**src/rtl/multicycle_ctrl.sv**
```systemverilog
// multicycle_ctrl: multi-cycle RV32I main control FSM with retire counter and memory-wait watchdog.
// Optional macro ILLEGAL_TRAP_EN: illegal opcodes trap and a sticky illegal output is added.
module multicycle_ctrl #(
    parameter int CNT_W    = 32,
    parameter int WAIT_MAX = 15
) (
    input  logic             clk,
    input  logic             reset,
    input  logic [6:0]       opcode,
    input  logic [2:0]       funct3,
    input  logic [6:0]       funct7,
    input  logic             mem_ready,
    output logic             mem_read,
    output logic             mem_write,
    output logic             i_or_d,
    output logic             ir_write,
    output logic             pc_write,
    output logic             pc_write_cond,
    output logic             alu_src_b,
    output logic [1:0]       alu_op,
    output logic             reg_write,
    output logic             mem_to_reg,
    output logic [2:0]       state,
    output logic [CNT_W-1:0] instr_count,
    output logic             timeout
`ifdef ILLEGAL_TRAP_EN
    ,
    output logic             illegal
`endif
);
    typedef enum logic [2:0] {
        FETCH  = 3'd0,
        DECODE = 3'd1,
        EXEC   = 3'd2,
        MEM    = 3'd3,
        WB     = 3'd4,
        TRAP   = 3'd5
    } state_t;

    localparam logic [6:0] OP_R  = 7'b0110011;
    localparam logic [6:0] OP_I  = 7'b0010011;
    localparam logic [6:0] OP_LD = 7'b0000011;
    localparam logic [6:0] OP_ST = 7'b0100011;
    localparam logic [6:0] OP_BR = 7'b1100011;

    state_t           state_q, state_d;
    logic [6:0]       op_q, op_d;
    logic [2:0]       f3_q, f3_d;
    logic [6:0]       f7_q, f7_d;
    logic [7:0]       wait_q, wait_d;
    logic [CNT_W-1:0] cnt_q, cnt_d;
    logic             timeout_q, timeout_d;
    logic             retire;
    logic             legal, wd_fire;
    logic             is_r, is_i, is_ld, is_st, is_br;
    logic             unused_fields;
`ifdef ILLEGAL_TRAP_EN
    logic             illegal_q, illegal_d;
`endif

    // funct3/funct7 are held for the ALU decoder; this controller only needs the opcode class
    assign unused_fields = ^{f3_q, f7_q};
    assign legal   = opcode inside {OP_R, OP_I, OP_LD, OP_ST, OP_BR};
    assign is_r    = op_q == OP_R;
    assign is_i    = op_q == OP_I;
    assign is_ld   = op_q == OP_LD;
    assign is_st   = op_q == OP_ST;
    assign is_br   = op_q == OP_BR;
    assign wd_fire = wait_q == 8'(WAIT_MAX);
    assign cnt_d   = cnt_q + CNT_W'(retire);

    // next-state, watchdog and control outputs; everything stays idle while reset is high
    always_comb begin
        state_d       = state_q;
        op_d          = op_q;
        f3_d          = f3_q;
        f7_d          = f7_q;
        wait_d        = '0;
        timeout_d     = timeout_q;
        retire        = 1'b0;
        mem_read      = 1'b0;
        mem_write     = 1'b0;
        i_or_d        = 1'b0;
        ir_write      = 1'b0;
        pc_write      = 1'b0;
        pc_write_cond = 1'b0;
        alu_src_b     = 1'b0;
        alu_op        = 2'b00;
        reg_write     = 1'b0;
        mem_to_reg    = 1'b0;
`ifdef ILLEGAL_TRAP_EN
        illegal_d     = illegal_q;
`endif
        if (!reset) begin
            case (state_q)
                FETCH: begin
                    mem_read = 1'b1;
                    if (mem_ready) begin
                        ir_write = 1'b1;
                        pc_write = 1'b1;
                        state_d  = DECODE;
                    end else if (wd_fire) begin
                        state_d   = TRAP;
                        timeout_d = 1'b1;
                    end else begin
                        wait_d = wait_q + 8'd1;
                    end
                end
                DECODE: begin
                    op_d = opcode;
                    f3_d = funct3;
                    f7_d = funct7;
                    if (legal) begin
                        state_d = EXEC;
                    end else begin
`ifdef ILLEGAL_TRAP_EN
                        state_d   = TRAP;
                        illegal_d = 1'b1;
`else
                        state_d = FETCH;
                        retire  = 1'b1;
`endif
                    end
                end
                EXEC: begin
                    alu_op        = (is_r || is_i) ? 2'b10 : is_br ? 2'b01 : 2'b00;
                    alu_src_b     = !(is_r || is_br);
                    pc_write_cond = is_br;
                    retire        = is_br;
                    state_d       = is_br ? FETCH : (is_ld || is_st) ? MEM : WB;
                end
                MEM: begin
                    i_or_d    = 1'b1;
                    mem_read  = is_ld;
                    mem_write = is_st;
                    if (mem_ready) begin
                        state_d = is_ld ? WB : FETCH;
                        retire  = is_st;
                    end else if (wd_fire) begin
                        state_d   = TRAP;
                        timeout_d = 1'b1;
                    end else begin
                        wait_d = wait_q + 8'd1;
                    end
                end
                WB: begin
                    reg_write  = 1'b1;
                    mem_to_reg = is_ld;
                    retire     = 1'b1;
                    state_d    = FETCH;
                end
                TRAP: state_d = TRAP;
                default: state_d = FETCH;
            endcase
        end
    end

    // state, latched fields, counters and sticky flags
    always_ff @(posedge clk) begin
        if (reset) begin
            state_q   <= FETCH;
            op_q      <= '0;
            f3_q      <= '0;
            f7_q      <= '0;
            wait_q    <= '0;
            cnt_q     <= '0;
            timeout_q <= 1'b0;
`ifdef ILLEGAL_TRAP_EN
            illegal_q <= 1'b0;
`endif
        end else begin
            state_q   <= state_d;
            op_q      <= op_d;
            f3_q      <= f3_d;
            f7_q      <= f7_d;
            wait_q    <= wait_d;
            cnt_q     <= cnt_d;
            timeout_q <= timeout_d;
`ifdef ILLEGAL_TRAP_EN
            illegal_q <= illegal_d;
`endif
        end
    end

    assign state       = state_q;
    assign instr_count = cnt_q;
    assign timeout     = timeout_q;
`ifdef ILLEGAL_TRAP_EN
    assign illegal     = illegal_q;
`endif

endmodule

```
**config.mk**
```make
export PLATFORM = sky130hd
export DESIGN_NAME = multicycle_ctrl
export DESIGN_NICKNAME = d
export VERILOG_FILES = /design/src/rtl/multicycle_ctrl.sv
export SDC_FILE = /design/constraint.sdc
export NUM_CORES = 1
export LEC_CHECK = 0
export ABC_AREA = 1
export BUFFER_PORTS_ARGS = -buffer_cell sky130_fd_sc_hd__clkbuf_2
export CAP_MARGIN = 20
export CORE_UTILIZATION = 40
export CTS_BUF_LIST = sky130_fd_sc_hd__clkbuf_4 sky130_fd_sc_hd__clkbuf_8
export CTS_CLUSTER_SIZE = 8
export DETAILED_ROUTE_END_ITERATION = 16
export PLACE_DENSITY_LB_ADDON = 0.1
export SLEW_MARGIN = 0
export SYNTH_ARGS = -nofsm -noshare
export SYNTH_HDL_FRONTEND = slang
export SYNTH_SLANG_ARGS = --single-unit
```
**constraint.sdc**
```tcl
create_clock -name clk -period 3.7 [get_ports clk]
set_input_delay 0.185 -clock clk [delete_from_list [all_inputs] [get_ports clk]]
set_output_delay 0.185 -clock clk [all_outputs]
set_load 0.02 [all_outputs]
```
Yosys cells after proc, flatten, opt, wreduce, memory -nomap -nowiden
Index checks and enable logic that the tools add are counted.
{ "word_totals": {"ff_bits": 51, "inputBits": 20, "output_inout_bits": 47, "wordCells": 67} }
{ "op_classes": {"add_sub_neg": 2, "eq_ne": 16, "n_mux": 33, "bitwise": 2, "reduce_logical": 9} }
{ "op_table": {"columns": ["cell", "count"], "rows": [
  ["$add A32 B1 Y32", 1],
  ["$eq A7 B6 Y1 const B", 4],
  ["$mux W1", 20],
  ["$mux W3", 6],
  ["$pmux W3 S5", 1],
  ["$eq A7 B2 Y1 const B", 2],
  ["$eq A7 B5 Y1 const B", 2],
  ["$eq A7 B7 Y1 const B", 2],
  ["$add A8 B1 Y8 const B", 1],
  ["$eq A8 B4 Y1 const B", 1],
  ["$mux W2", 4],
  ["$eq A3 B2 Y1 const B", 2],
  ["$eq A3 B3 Y1 const B", 2],
  ["$reduce_bool A5 Y1", 1],
  ["$pmux W1 S4", 1],
  ["$reduce_or A4 Y1", 1],
  ["$eq A3 B1 Y1 const B", 1],
  ["$logic_not A3 Y1", 1],
  ["$logic_or A1 B1 Y1", 3],
  ["$reduce_and A3 Y1", 1],
  ["$not A1 Y1", 2],
  ["$pmux W1 S2", 1],
  ["$reduce_or A2 Y1", 1],
  ["$logic_not A1 Y1", 1]
]} }

Longest topological paths before layout
{ "depth": {"word_depth": 6, "ltp_mapped": 17, "depth_no_buf": 17} }

Worst setup path after synthesis
Ideal clock, no wire load.
{ "synth_timing": {"path_type": "register -> register", "startpoint": "reg state_q[1] (netlist: state[1])", "endpoint": "reg cnt_q[22] (netlist: instr_count[22])", "setup_time_ns": 0.113, "t_arrival_ns": 2.192, "t_required_ns": 3.587, "slack_ns": 1.395, "stages_incl_launch_ff": 16, "n_path_buf": 0, "synth_period_minus_slack_ns": 2.305, "cell_sequence": "dfxtp_1 > nand2_1 > nor2_1 > nand4_1 > nand2_1 > nor2_1 > nor2_1 > ha_1 > ha_1 > nand2_2 > nor2_8 > nand2_4 > nor2_4 > nand4_1 > nand2_1 > nor2_1"} }
{ "synth_via": {"elab_chain_cells": 4, "elab_cells_between_ends": 7, "cone_classes": "add/sub: 1; eq/ne: 4; mux: 2"} }
{ "synth_lines": {"columns": ["item", "line", "source"], "rows": [
  ["start: declaration", "46", "state_t state_q, state_d;"],
  ["start signal: assignment", "172", "state_q <= state_d;"],
  ["$eq A3 B3 Y1 (tied with other cells)", "95", "case (state_q)"],
  ["$pmux W1 S4 *", "95", null],
  ["$mux W1 *", "94", "if (!reset) begin"],
  ["$add A32 B1 Y32 *", "70", "assign cnt_d = cnt_q + CNT_W'(retire);"],
  ["end signal: assignment", "177", "cnt_q <= cnt_d;"],
  ["end: declaration", "51", "logic [CNT_W-1:0] cnt_q, cnt_d;"]
]} }
Mark *: on every way between the ends. The rest lies on a longest branch, timed or not.
A chain may end at the register's enable or synchronous reset.

Worst setup path after layout
{ "layout_timing": {"startpoint": "reg state_q[2] (netlist: state[2])", "endpoint": "reg cnt_q[30] (netlist: instr_count[30])"} }
Same word-level chain as after synthesis.

==> load_flow_metrics.sql <==
INSERT INTO impl_metrics (metric_group, metric, value, unit) VALUES
('run_status', 'run_status', 'completed', ''),
('power_and_ir_drop', 'powerDensity', '298', 'nW/um^2'),
('clock_tree', 'clk_pin_slew_worst_setup_hold_paths', '0.10', 'ns'),
('clock_tree', 'clock_tree_from_tritoncts', 'done', ''),
('grt', 'grt_overflow', '0', ''),
('setup_path', 'regToRegStartpoint', 'state[2]', ''),
('synth', 'main_combinational_cell_family_by_area_after_synthesis', 'simple AND/OR/NAND/NOR gates', ''),
('timing', 'layout_min_cycle_time', '2.62', 'ns'),
('setup_path', 'critPathLaunch', 'state[2]', ''),
('route', 'avgRoutedWirePerCell', '12.1', 'um'),
('power_and_ir_drop', 'power', '0.968', 'mW'),
('route', 'routed-via-count', '2784', ''),
('place', 'gp_congestion', '0.858', ''),
('clock_tree', 'holdBufCountCts', '0', ''),
('synth', 'synthesis.instances', '421', ''),
('route', 'detail_route.vias_per_cell', '4.98', ''),
('final_layout', 'area_growth_syn_to_layout', '16.2', '%'),
('route', 'drt-initial-drc-count', '124', ''),
('synth', 'synth_compound_area_frac', '0.0994', ''),
('grt', 'grt_use_total', '0.191', ''),
('timing', 'fmax', '382', 'MHz'),
('timing', 'fin_crit_sh', '0.707', ''),
('setup_path', 'critPathKind', 'reg -> reg', ''),
('die', 'die_extent_in_x', '85.6', 'um'),
('final_layout', 'antenna_cells_inserted', '0', ''),
('clock_tree', 'cts_max_level', '2', ''),
('die', 'fp.coreArea', '6760', 'um^2'),
('synth', 'synth_top_cells_by_area', 'dfxtp_1, nand2_1, nor2_1, a21oi_1, inv_1', ''),
('timing', 'setup_total_negative_slack', '0', 'ns'),
('timing', 'relSlewSlack', '0.723', ''),
('setup_path', 'timing.critical_path.arrival', '2.81', 'ns'),
('final_layout', 'stdcell_area', '3250', 'um^2'),
('setup_path', 'r2r-end', 'instr_count[30]', ''),
('setup_path', 'worst_r2r_path_depth', '16', ''),
('clock_tree', 'post_cts_buffers', '0', ''),
('clock_tree', 'clkSinkCount', '51', ''),
('hold_path', 'hp-class', 'in -> reg', ''),
('power_and_ir_drop', 'power_leakage', '1.31', 'nW'),
('place', 'placedInstanceArea', '3160', 'um^2'),
('clock_tree', 'cts_made_buffers', '5', ''),
('synth', 'synth-simple-area-share', '0.455', ''),
('route', 'drc_errors', '0', ''),
('timing', 'timing.final.setup_violations', '0', ''),
('timing', 'grt_setup_unrepaired', 'false', ''),
('route', 'drt_wl_total', '6770', 'um'),
('grt', 'number_of_antenna_violations_at_the_first_check_in_global_routing', '0', ''),
('synth', 'post_synth.cell_area_avg', '6.64', 'um^2'),
('final_layout', 'multi_input_area', '1610', 'um^2'),
('die', 'std_cell_rows', '30', ''),
('timing', 'worst-slew-pin-transition', '0.415', 'ns'),
('route', 'drt_antenna_net_count', '0', ''),
('route', 'first_drt_pass_iteration_count', '4', ''),
('power_and_ir_drop', 'power_frac_seq', '0.585', ''),
('synth', 'syn_area', '2800', 'um^2'),
('clock_tree', 'clockRootBuffer', 'clkbuf_8', ''),
('place', 'buffer_ports.inserted', '56', ''),
('power_and_ir_drop', 'clock_power_share', '0.342', ''),
('die', 'io-pin-count', '67', ''),
('clock_tree', 'max-clock-path-buffers', '2', ''),
('timing', 'hold_violations', '0', ''),
('synth', 'ys_seq_elements', '51', ''),
('place', 'dp_hpwl', '5160', 'um'),
('grt', 'largest_net_degree_at_the_start_of_global_routing', '36', ''),
('synth', 'post-synth-top-count-cell', 'nand2_1', ''),
('final_layout', 'area.sequential', '1020', 'um^2'),
('synth', 'yosys_warnings', '0', ''),
('synth', 'synth.cells.most_frequent', 'nand2_1, nor2_1, dfxtp_1', ''),
('synth', 'cell_type_with_the_largest_total_area_after_synthesis', 'dfxtp_1', ''),
('run', 'maxCapViolCount', '0', ''),
('final_layout', 'fillCellCount', '728', ''),
('synth', 'ys.flop_type', 'dfxtp_1', '');
==> power groups by stage <==
stage	Sequential [mW]	Clock (mW)	Combinational (mW)
after global routing	0.568	0.363	0.0799
after detailed placement	0.579	0	0.0706
after CTS	0.566	0.342	0.0709
final	0.566	0.331	0.0703
after global placement	0.579	0	0.0698
after floorplan	0.580	0	0.0475
==> layout by cell type (no fill, tap or decap), types with 2 or more instances in the layout <==
cell type and count:
ha_1 3, a21oi_1 33, nand2_2 9, nor4_1 3
nand2_4 2, nor2_2 6, xor2_1 3, clkbuf_8 6
nor3_1 9, nand4_1 6, inv_1 35, nor2_1 88
nor2_4 8, buf_4 2, nand2_1 107, nand3_1 11
clkbuf_2 56, o21ai_0 14, o21a_1 4, dfxtp_1 51
nand3_2 2, nand3b_1 11
==> worst min-delay path by stage <==
stage	slack [ns]	start	cells past startpoint	to
2_1_floorplan	0.32	opcode[0]	2	op_q[0]
3_3_place_gp	0.42	opcode[5]	3	op_q[5]
3_5_place_dp	0.43	opcode[5]	3	op_q[5]
4_1_cts	0.10	opcode[5]	3	op_q[5]
5_1_grt	0.12	opcode[5]	3	op_q[5]
6_report	0.11	opcode[5]	3	op_q[5]
==> cell families after synthesis <==
kind of cell,after synthesis
AOI/OAI and AO/OA,53
xor gates and xnor gates,3
adders and majority gates,3
buffers and inverters,42
DFF,51
and+or+nand+nor,269
==> metal layers <==
metal | wire length [um] | global-route usage
met5 | 0 | 0
met3 | 281 | 0.0404
met2 | 3260 | 0.337
met4 | 108 | 0.0606
met1 | 3120 | 0.233
==> registers in the layout (all words and copies together), names as in the netlist <==
name / flops
instr_count: 32
wait_q: 8
op_q: 7
state: 3
timeout: 1
==> cell type report <==
cell class,instances,area share
multi-input combinational,328,0.497
sequential,51,0.314
timing repair buffer,58,0.0909
inverter,35,0.0404
tap,80,0.0308
clock buffer,6,0.0254
clock inverter,1,0.00154
==> per-stage QoR <==
step	worst slack [ns]	hold WS [ns]	util	instances
after global placement	1.09	0.423	0.468	552
final	1.08	0.106	0.481	559
after global routing	0.729	0.118	0.481	559
after CTS	1.03	0.100	0.481	559
after detailed placement	1.04	0.428	0.468	552
after floorplan	1.40	0.320	-	421
==> worst max-delay path: stages (launching register included) <==
cell and delay (ns):
dfxtp_1 0.41, inv_1 0.14, nand2_1 0.06, nor2_1 0.21
nand4_1 0.19, nand2_1 0.10, nor2_1 0.04, nor2_1 0.13
ha_1 0.26, ha_1 0.21, nand2_2 0.10, nor2_8 0.19
nand2_4 0.08, nor2_2 0.19, nand2_1 0.07, nand2_1 0.05
a21oi_1 0.05
No activity file was read; power rests on OpenSTA's default activity.
